File: src/rtl/lsq_param.sv
// lsq_param: in-order load/store queue with CDB operand snooping and one outstanding memory request.
// Optional misaligned-access trap is enabled by defining LSQ_MISALIGN_CHK_EN.
module lsq_param #(
    parameter int DEPTH   = 8,
    parameter int ROB_W   = 4,
    parameter int NUM_CDB = 2
) (
    input  logic                       clk_in,
    input  logic                       rst_n_in,
    input  logic                       rdy_in,
    input  logic                       clr_in,
    input  logic                       issue_valid,
    input  logic [ROB_W-1:0]           issue_rob_index,
    input  logic                       issue_is_store,
    input  logic [1:0]                 issue_size,
    input  logic                       issue_unsigned,
    input  logic [31:0]                issue_rs1_val,
    input  logic [31:0]                issue_rs2_val,
    input  logic [31:0]                issue_imm,
    input  logic [ROB_W-1:0]           issue_rs1_depend,
    input  logic [ROB_W-1:0]           issue_rs2_depend,
    input  logic [NUM_CDB-1:0]         cdb_valid,
    input  logic [NUM_CDB*ROB_W-1:0]   cdb_rob_index,
    input  logic [NUM_CDB*32-1:0]      cdb_result,
    input  logic                       commit_valid,
    input  logic [ROB_W-1:0]           commit_rob_index,
    output logic                       mem_req_valid,
    output logic                       mem_req_write,
    output logic [2:0]                 mem_req_len,
    output logic [31:0]                mem_req_addr,
    output logic [31:0]                mem_req_data,
    input  logic                       mem_done,
    input  logic [31:0]                mem_rdata,
    output logic                       lsq_full,
    output logic [$clog2(DEPTH+1)-1:0] lsq_count,
    output logic                       out_valid,
    output logic [ROB_W-1:0]           out_rob_index,
    output logic [31:0]                out_result,
    output logic                       out_misalign
);
    localparam int PTR_W = $clog2(DEPTH);
    localparam int CNT_W = $clog2(DEPTH+1);

    typedef enum logic [1:0] {S_IDLE, S_BUSY, S_DRAIN} state_t;

    typedef struct packed {
        logic             valid;
        logic [ROB_W-1:0] rob;
        logic             store;
        logic [1:0]       size;
        logic             uns;
        logic [31:0]      rs1;
        logic [31:0]      rs2;
        logic [31:0]      imm;
        logic [ROB_W-1:0] dep1;
        logic [ROB_W-1:0] dep2;
    } entry_t;

    state_t           r_state, w_state_next;
    logic [PTR_W-1:0] r_head, r_tail;
    logic [CNT_W-1:0] r_count;
    logic             r_kill;
    logic             r_req_write;
    logic [2:0]       r_req_len;
    logic [31:0]      r_req_addr, r_req_data;
    logic [ROB_W-1:0] r_req_rob;
    logic [1:0]       r_req_size;
    logic             r_req_uns;
    logic             r_out_valid, r_out_mis;
    logic [ROB_W-1:0] r_out_rob;
    logic [31:0]      r_out_result;

    entry_t      w_ent [DEPTH];
    entry_t      w_head, w_new_ent;
    logic [32:0] w_iss_s1, w_iss_s2;
    logic [31:0] w_addr, w_load_ext;
    logic        w_enq, w_head_ready, w_dispatch, w_mis, w_complete;

    // {hit, value}: CDB buses beat our own broadcast, and the lowest bus index wins.
    function automatic logic [32:0] snoop(input logic [ROB_W-1:0] tag);
        logic [32:0] res;
        res = '0;
        if (r_out_valid && r_out_rob == tag)
            res = {1'b1, r_out_result};
        for (int k = NUM_CDB-1; k >= 0; k--)
            if (cdb_valid[k] && cdb_rob_index[k*ROB_W +: ROB_W] == tag)
                res = {1'b1, cdb_result[k*32 +: 32]};
        if (tag == '0)
            res = '0;
        return res;
    endfunction

    always_comb begin
        w_iss_s1        = snoop(issue_rs1_depend);
        w_iss_s2        = snoop(issue_rs2_depend);
        w_new_ent.valid = 1'b1;
        w_new_ent.rob   = issue_rob_index;
        w_new_ent.store = issue_is_store;
        w_new_ent.size  = issue_size;
        w_new_ent.uns   = issue_unsigned;
        w_new_ent.imm   = issue_imm;
        w_new_ent.rs1   = w_iss_s1[32] ? w_iss_s1[31:0] : issue_rs1_val;
        w_new_ent.dep1  = w_iss_s1[32] ? '0 : issue_rs1_depend;
        w_new_ent.rs2   = w_iss_s2[32] ? w_iss_s2[31:0] : issue_rs2_val;
        w_new_ent.dep2  = w_iss_s2[32] ? '0 : issue_rs2_depend;
    end

    genvar gi;
    generate
        for (gi = 0; gi < DEPTH; gi++) begin : g_ent
            entry_t      r_ent;
            logic [32:0] w_s1, w_s2;
            assign w_s1      = snoop(r_ent.dep1);
            assign w_s2      = snoop(r_ent.dep2);
            assign w_ent[gi] = r_ent;

            always_ff @(posedge clk_in or negedge rst_n_in) begin
                if (!rst_n_in) begin
                    r_ent <= '0;
                end else if (rdy_in) begin
                    if (clr_in) begin
                        r_ent.valid <= 1'b0;
                    end else if (w_enq && r_tail == PTR_W'(gi)) begin
                        r_ent <= w_new_ent;
                    end else begin
                        if (w_dispatch && r_head == PTR_W'(gi))
                            r_ent.valid <= 1'b0;
                        if (w_s1[32]) begin
                            r_ent.rs1  <= w_s1[31:0];
                            r_ent.dep1 <= '0;
                        end
                        if (w_s2[32]) begin
                            r_ent.rs2  <= w_s2[31:0];
                            r_ent.dep2 <= '0;
                        end
                    end
                end
            end
        end
    endgenerate

    assign w_head       = w_ent[r_head];
    assign w_addr       = w_head.rs1 + w_head.imm;
    assign w_enq        = issue_valid && !lsq_full && !clr_in;
    assign w_head_ready = w_head.valid && w_head.dep1 == '0 && w_head.dep2 == '0 &&
                          (!w_head.store || (commit_valid && commit_rob_index == w_head.rob));
    assign w_dispatch   = (r_state == S_IDLE) && w_head_ready && !clr_in;
    // A flush races the completion: results of flushed or killed ops are never broadcast.
    assign w_complete   = (r_state == S_BUSY) && mem_done && !r_kill && !clr_in;
`ifdef LSQ_MISALIGN_CHK_EN
    assign w_mis = (w_head.size == 2'd1 && w_addr[0]) || (w_head.size[1] && w_addr[1:0] != 2'b00);
`else
    assign w_mis = 1'b0;
`endif

    always_comb begin
        w_load_ext = mem_rdata;
        case (r_req_size)
            2'd0:    w_load_ext = r_req_uns ? {24'd0, mem_rdata[7:0]} : {{24{mem_rdata[7]}}, mem_rdata[7:0]};
            2'd1:    w_load_ext = r_req_uns ? {16'd0, mem_rdata[15:0]} : {{16{mem_rdata[15]}}, mem_rdata[15:0]};
            default: w_load_ext = mem_rdata;
        endcase
    end

    always_comb begin
        w_state_next = r_state;
        case (r_state)
            S_IDLE:  if (w_dispatch && !w_mis) w_state_next = S_BUSY;
            S_BUSY:  if (mem_done) w_state_next = S_IDLE;
                     else if (clr_in && !r_req_write) w_state_next = S_DRAIN;
            S_DRAIN: if (mem_done) w_state_next = S_IDLE;
            default: w_state_next = S_IDLE;
        endcase
    end

    always_ff @(posedge clk_in or negedge rst_n_in) begin
        if (!rst_n_in)   r_state <= S_IDLE;
        else if (rdy_in) r_state <= w_state_next;
    end

    always_ff @(posedge clk_in or negedge rst_n_in) begin
        if (!rst_n_in) begin
            r_head <= '0;  r_tail <= '0;  r_count <= '0;  r_kill <= 1'b0;
            r_req_write <= 1'b0;  r_req_len <= '0;  r_req_addr <= '0;  r_req_data <= '0;
            r_req_rob <= '0;  r_req_size <= '0;  r_req_uns <= 1'b0;
            r_out_valid <= 1'b0;  r_out_mis <= 1'b0;  r_out_rob <= '0;  r_out_result <= '0;
        end else if (rdy_in) begin
            if (clr_in) begin
                r_head  <= '0;
                r_tail  <= '0;
                r_count <= '0;
            end else begin
                if (w_enq)      r_tail <= r_tail + PTR_W'(1);
                if (w_dispatch) r_head <= r_head + PTR_W'(1);
                r_count <= r_count + CNT_W'(w_enq) - CNT_W'(w_dispatch);
            end
            if (w_dispatch)
                r_kill <= 1'b0;
            else if (r_state == S_BUSY && clr_in)
                r_kill <= 1'b1;
            if (w_dispatch) begin
                r_req_write <= w_head.store;
                r_req_len   <= (w_head.size == 2'd0) ? 3'd1 : (w_head.size == 2'd1) ? 3'd2 : 3'd4;
                r_req_addr  <= w_addr;
                r_req_data  <= w_head.rs2;
                r_req_rob   <= w_head.rob;
                r_req_size  <= w_head.size;
                r_req_uns   <= w_head.uns;
            end
            r_out_valid <= 1'b0;
            r_out_mis   <= 1'b0;
            if (w_complete) begin
                r_out_valid  <= 1'b1;
                r_out_rob    <= r_req_rob;
                r_out_result <= r_req_write ? 32'd0 : w_load_ext;
            end else if (w_dispatch && w_mis) begin
                r_out_valid  <= 1'b1;
                r_out_mis    <= 1'b1;
                r_out_rob    <= w_head.rob;
                r_out_result <= 32'd0;
            end
        end
    end

    assign mem_req_valid = (r_state != S_IDLE);
    assign mem_req_write = r_req_write;
    assign mem_req_len   = r_req_len;
    assign mem_req_addr  = r_req_addr;
    assign mem_req_data  = r_req_data;
    assign lsq_full      = (r_count == CNT_W'(DEPTH));
    assign lsq_count     = r_count;
    assign out_valid     = r_out_valid;
    assign out_rob_index = r_out_rob;
    assign out_result    = r_out_result;
    assign out_misalign  = r_out_mis;
endmodule

File: config.mk
export PLATFORM = sky130hd
export DESIGN_NAME = lsq_param
export DESIGN_NICKNAME = d
export VERILOG_FILES = /design/src/rtl/lsq_param.sv
export SDC_FILE = /design/constraint.sdc
export NUM_CORES = 2
export LEC_CHECK = 0
export ABC_AREA = 1
export CAP_MARGIN = 20
export CELL_PAD_IN_SITES_DETAIL_PLACEMENT = 1
export CELL_PAD_IN_SITES_GLOBAL_PLACEMENT = 2
export CORE_UTILIZATION = 39
export DETAILED_ROUTE_END_ITERATION = 8
export DONT_BUFFER_PORTS = 1
export PLACE_DENSITY_LB_ADDON = 0.1
export SLEW_MARGIN = 20
export SYNTH_ARGS = -nofsm -noshare
export SYNTH_HDL_FRONTEND = slang
export SYNTH_SLANG_ARGS = --single-unit
File: constraint.sdc
create_clock -name clk_in -period 6.51 [get_ports clk_in]
set_input_delay 1.953 -clock clk_in [delete_from_list [all_inputs] [get_ports clk_in]]
set_output_delay 1.953 -clock clk_in [all_outputs]
set_load 0.01 [all_outputs]
==> out/results.ini <==
[setup_path]
cp.arrival_ps=6230
critPathKind=reg2reg
worstPathMaxFanout=114
rr_worst_depth=16
reg2reg_slack_ps=930
r2r_end=mem_req_addr[22]$_DFFE_PN0P_
startpoint_type=register
cp-end-kind=register
r2r_start=r_head[0]$_DFFE_PN0P_
crit_required_ps=7160

[power_and_ir_drop]
p_leak_uw=0.03300
seqPwrFrac_pct=33.4
internal_power_uw=17980
p_per_area_nw_per_um2=449.3
p_sw_share_pct=45.73
vdd_drop_max_uv=269.9
clkPwrFrac_pct=24.7
switching_power_uw=15150
comb_power_share_pct=41.9

[floorplan]
die_area_um2=175700
rows=152
die_y_um=419.1
initial_core_util_pct=39.42
ios=341
die_x_um=419.1
core_area_um2=172100

[yosys]
ys_seq_elements=1029
synth_flop_cell=dfrtp_1
synth_warnings=0
synth_area_um2=67860
synth_nets=10511
synthCells=10232
async_flop_share_pct=100.0
synth_cell_types=58
synth-seq-area-share_pct=37.95
avgSynthCellArea_um2=6.632
synth_edf_count=0

[sta]
worstMarginPinSlew_ps=1234
maxSlewViolCount=0
min_period_ps=5576
setup_violations=0
rsz0062_at_grt=false
finClkSkew_ps=26.78
worst_slack_ps=934.0
tns_ps=0
fin_crit_sh_pct=85.65
maxSlewHeadroom_pct=16.89
finalHoldViolations=0
max_freq_mhz=179.3

[cells_and_area]
syn_to_final_growth_pct=8.653
mostFrequentLayoutCell=nor2_1
postLayoutCoreUtil_pct=42.84
final_cell_area_um2=73730
layout_common_cells=nor2_1 (2090), o21ai_0 (1688), a21oi_1 (1335)
nets=9890
final_layout_size_suffix_gt1_share_pct=6.083

[route]
drc=0
vias_per_cell=6.490
firstDrtPassIters=5
vias=78252
routed_wl_um=380600
final_antenna_net_count=0
wire_per_inst_um=31.57
drt_iter0_drc=8763

[job]
max_cap_viol_count=0

[min_path]
min_path_type=reg2reg
hold_depth=2
hold_path_startpoint=g_ent[0].r_ent[20]$_DFFE_PN0P_
whs_endpoint=g_ent[0].r_ent[20]$_DFFE_PN0P_

[placement]
globalplace.congestion=0.9243
dp_slack_ps=1029
dp_hpwl_um=230900
dpl_cell_area_um2=68910
port-buffer-count=0

[global_route]
track_usage_pct=42.52
antenna_found_initial=51
grt_remaining_overflow=0
grt_start_max_net_pins=128
use_met1_pct=53.04
use_met2_pct=66.44
grt-busiest-layer=met2
grt_pass1_vias=78313
grt_pass1_wl_um=550700
grt_use_met3_pct=10.13

[clock_tree]
clk_latency_ps=830
cts_setup_buffers=0
htreeDepth=4
clkSinkCount=1029
cts_tree=built
cts_root_buf=clkbuf_16
cts_max_path_buffers=3
cts_resized=0
cts_made_buffers=138
holdBufCountCts=0
clkTransAtPathRegs_ps=60

[run_status]
status=finished, final reports clean

metal layers:
layer	part of all wire, %	vias up
met5	0.033	-
met4	6.5	18
met3	9.7	1368
met2	44	4490
met1	39	39365
li1	-	33011
worst max-delay path, cell delays in order (launching register included):
cell and delay [ps]:
dfrtp_4 850, clkinv_8 580, a21oi_1 310, o21ai_0 110, nand2_1 100, nor2_1 50
a31oi_1 370, ha_1 230, inv_1 70, fa_1 450, o21ai_0 460, a21boi_0 330
o21ai_0 640, nand2_1 150, a22oi_1 300, xnor2_1 170, o21ai_1 70
synthesized netlist by cell type, types with 9 or more instances:
library cell,n,area share (%)
nor2_1,2106,12
o21ai_0,1689,12
a21oi_1,1335,9.8
nand2_1,1295,7.2
dfrtp_1,1029,38
clkbuf_1,646,3.6
nand3_1,473,3.5
inv_1,451,2.5
o22ai_1,272,2.5
buf_2,199,1.5
nor3_1,129,0.95
buf_1,92,0.51
a31oi_1,76,0.70
ha_1,48,0.89
xor2_1,45,0.58
inv_2,43,0.24
nand4_1,41,0.38
xnor2_1,37,0.48
o221ai_1,36,0.46
o21ai_1,20,0.15
o21ai_2,18,0.23
or2_2,17,0.16
buf_4,14,0.15
nand2_2,12,0.11
a31oi_2,9,0.17
buf_6,9,0.15
clkinv_1,9,0.050
area by class of cell:
type	instances	area (µm²)
antenna	31	77.57
clock buffer	203	4095
clock inverter	42	618.1
fill	21989	98390
inverter	506	1941
multi-input combinational	7729	36410
sequential	1029	25760
tap	2310	2890
timing repair buffer	207	1932
flip-flops by register name, summed over array words and instances, names as in the netlist:
signal and flops:
r_req_size 2, mem_req_addr 32, mem_req_len 3, r_req_uns 1, out_result 32, r_tail 3
r_head 3, r_state 2, mem_req_data 32, g_ent.r_ent 904, mem_req_write 1, out_rob_index 4
r_req_rob 4, r_kill 1, lsq_count 4, out_valid 1
how the worst max path moves through the flow:
stage / startpoint / end / slack (ps) / cells after the start
2_1_floorplan: r_head[0]$_DFFE_PN0P_ / mem_req_addr[30]$_DFFE_PN0P_ / 2570 / 22
3_3_place_gp: r_head[0]$_DFFE_PN0P_ / mem_req_addr[22]$_DFFE_PN0P_ / 1060 / 16
3_5_place_dp: r_head[0]$_DFFE_PN0P_ / mem_req_addr[22]$_DFFE_PN0P_ / 1030 / 15
4_1_cts: r_head[0]$_DFFE_PN0P_ / mem_req_addr[22]$_DFFE_PN0P_ / 1000 / 15
5_1_grt: r_head[0]$_DFFE_PN0P_ / mem_req_addr[22]$_DFFE_PN0P_ / 680 / 15
6_report: r_head[0]$_DFFE_PN0P_ / mem_req_addr[22]$_DFFE_PN0P_ / 930 / 16
kinds of logic (layout without fill, tap and decap cells):
kind of cell,count (synthesis),count (layout),synth area share (%)
other cells,1,32,0.005526
flops,1029,1029,37.95
fa+ha+maj,50,50,0.9441
compound gates,3495,3495,27.04
simple gates,4101,4101,24.28
xor+xnor,82,82,1.058
buf+inv,1474,958,8.727
stage by stage:
step	hold slack, ps	total power (µW)	instances
floorplan	436.6	19130	10232
CTS	466.8	32710	12025
finish	462.7	33130	12057
detailed placement	453.1	24480	11780
global placement	447.3	23970	11779
global route	482.7	34790	12049
power by group through the flow:
stage	clock, µW	combinational (µW)	sequential (µW)
floorplan	0	8830	10300
global placement	0	13000	11000
detailed placement	0	13400	11100
CTS	8240	13500	11000
global route	8460	15000	11300
finish	8180	13900	11100
(Power assumes the default switching activity.)
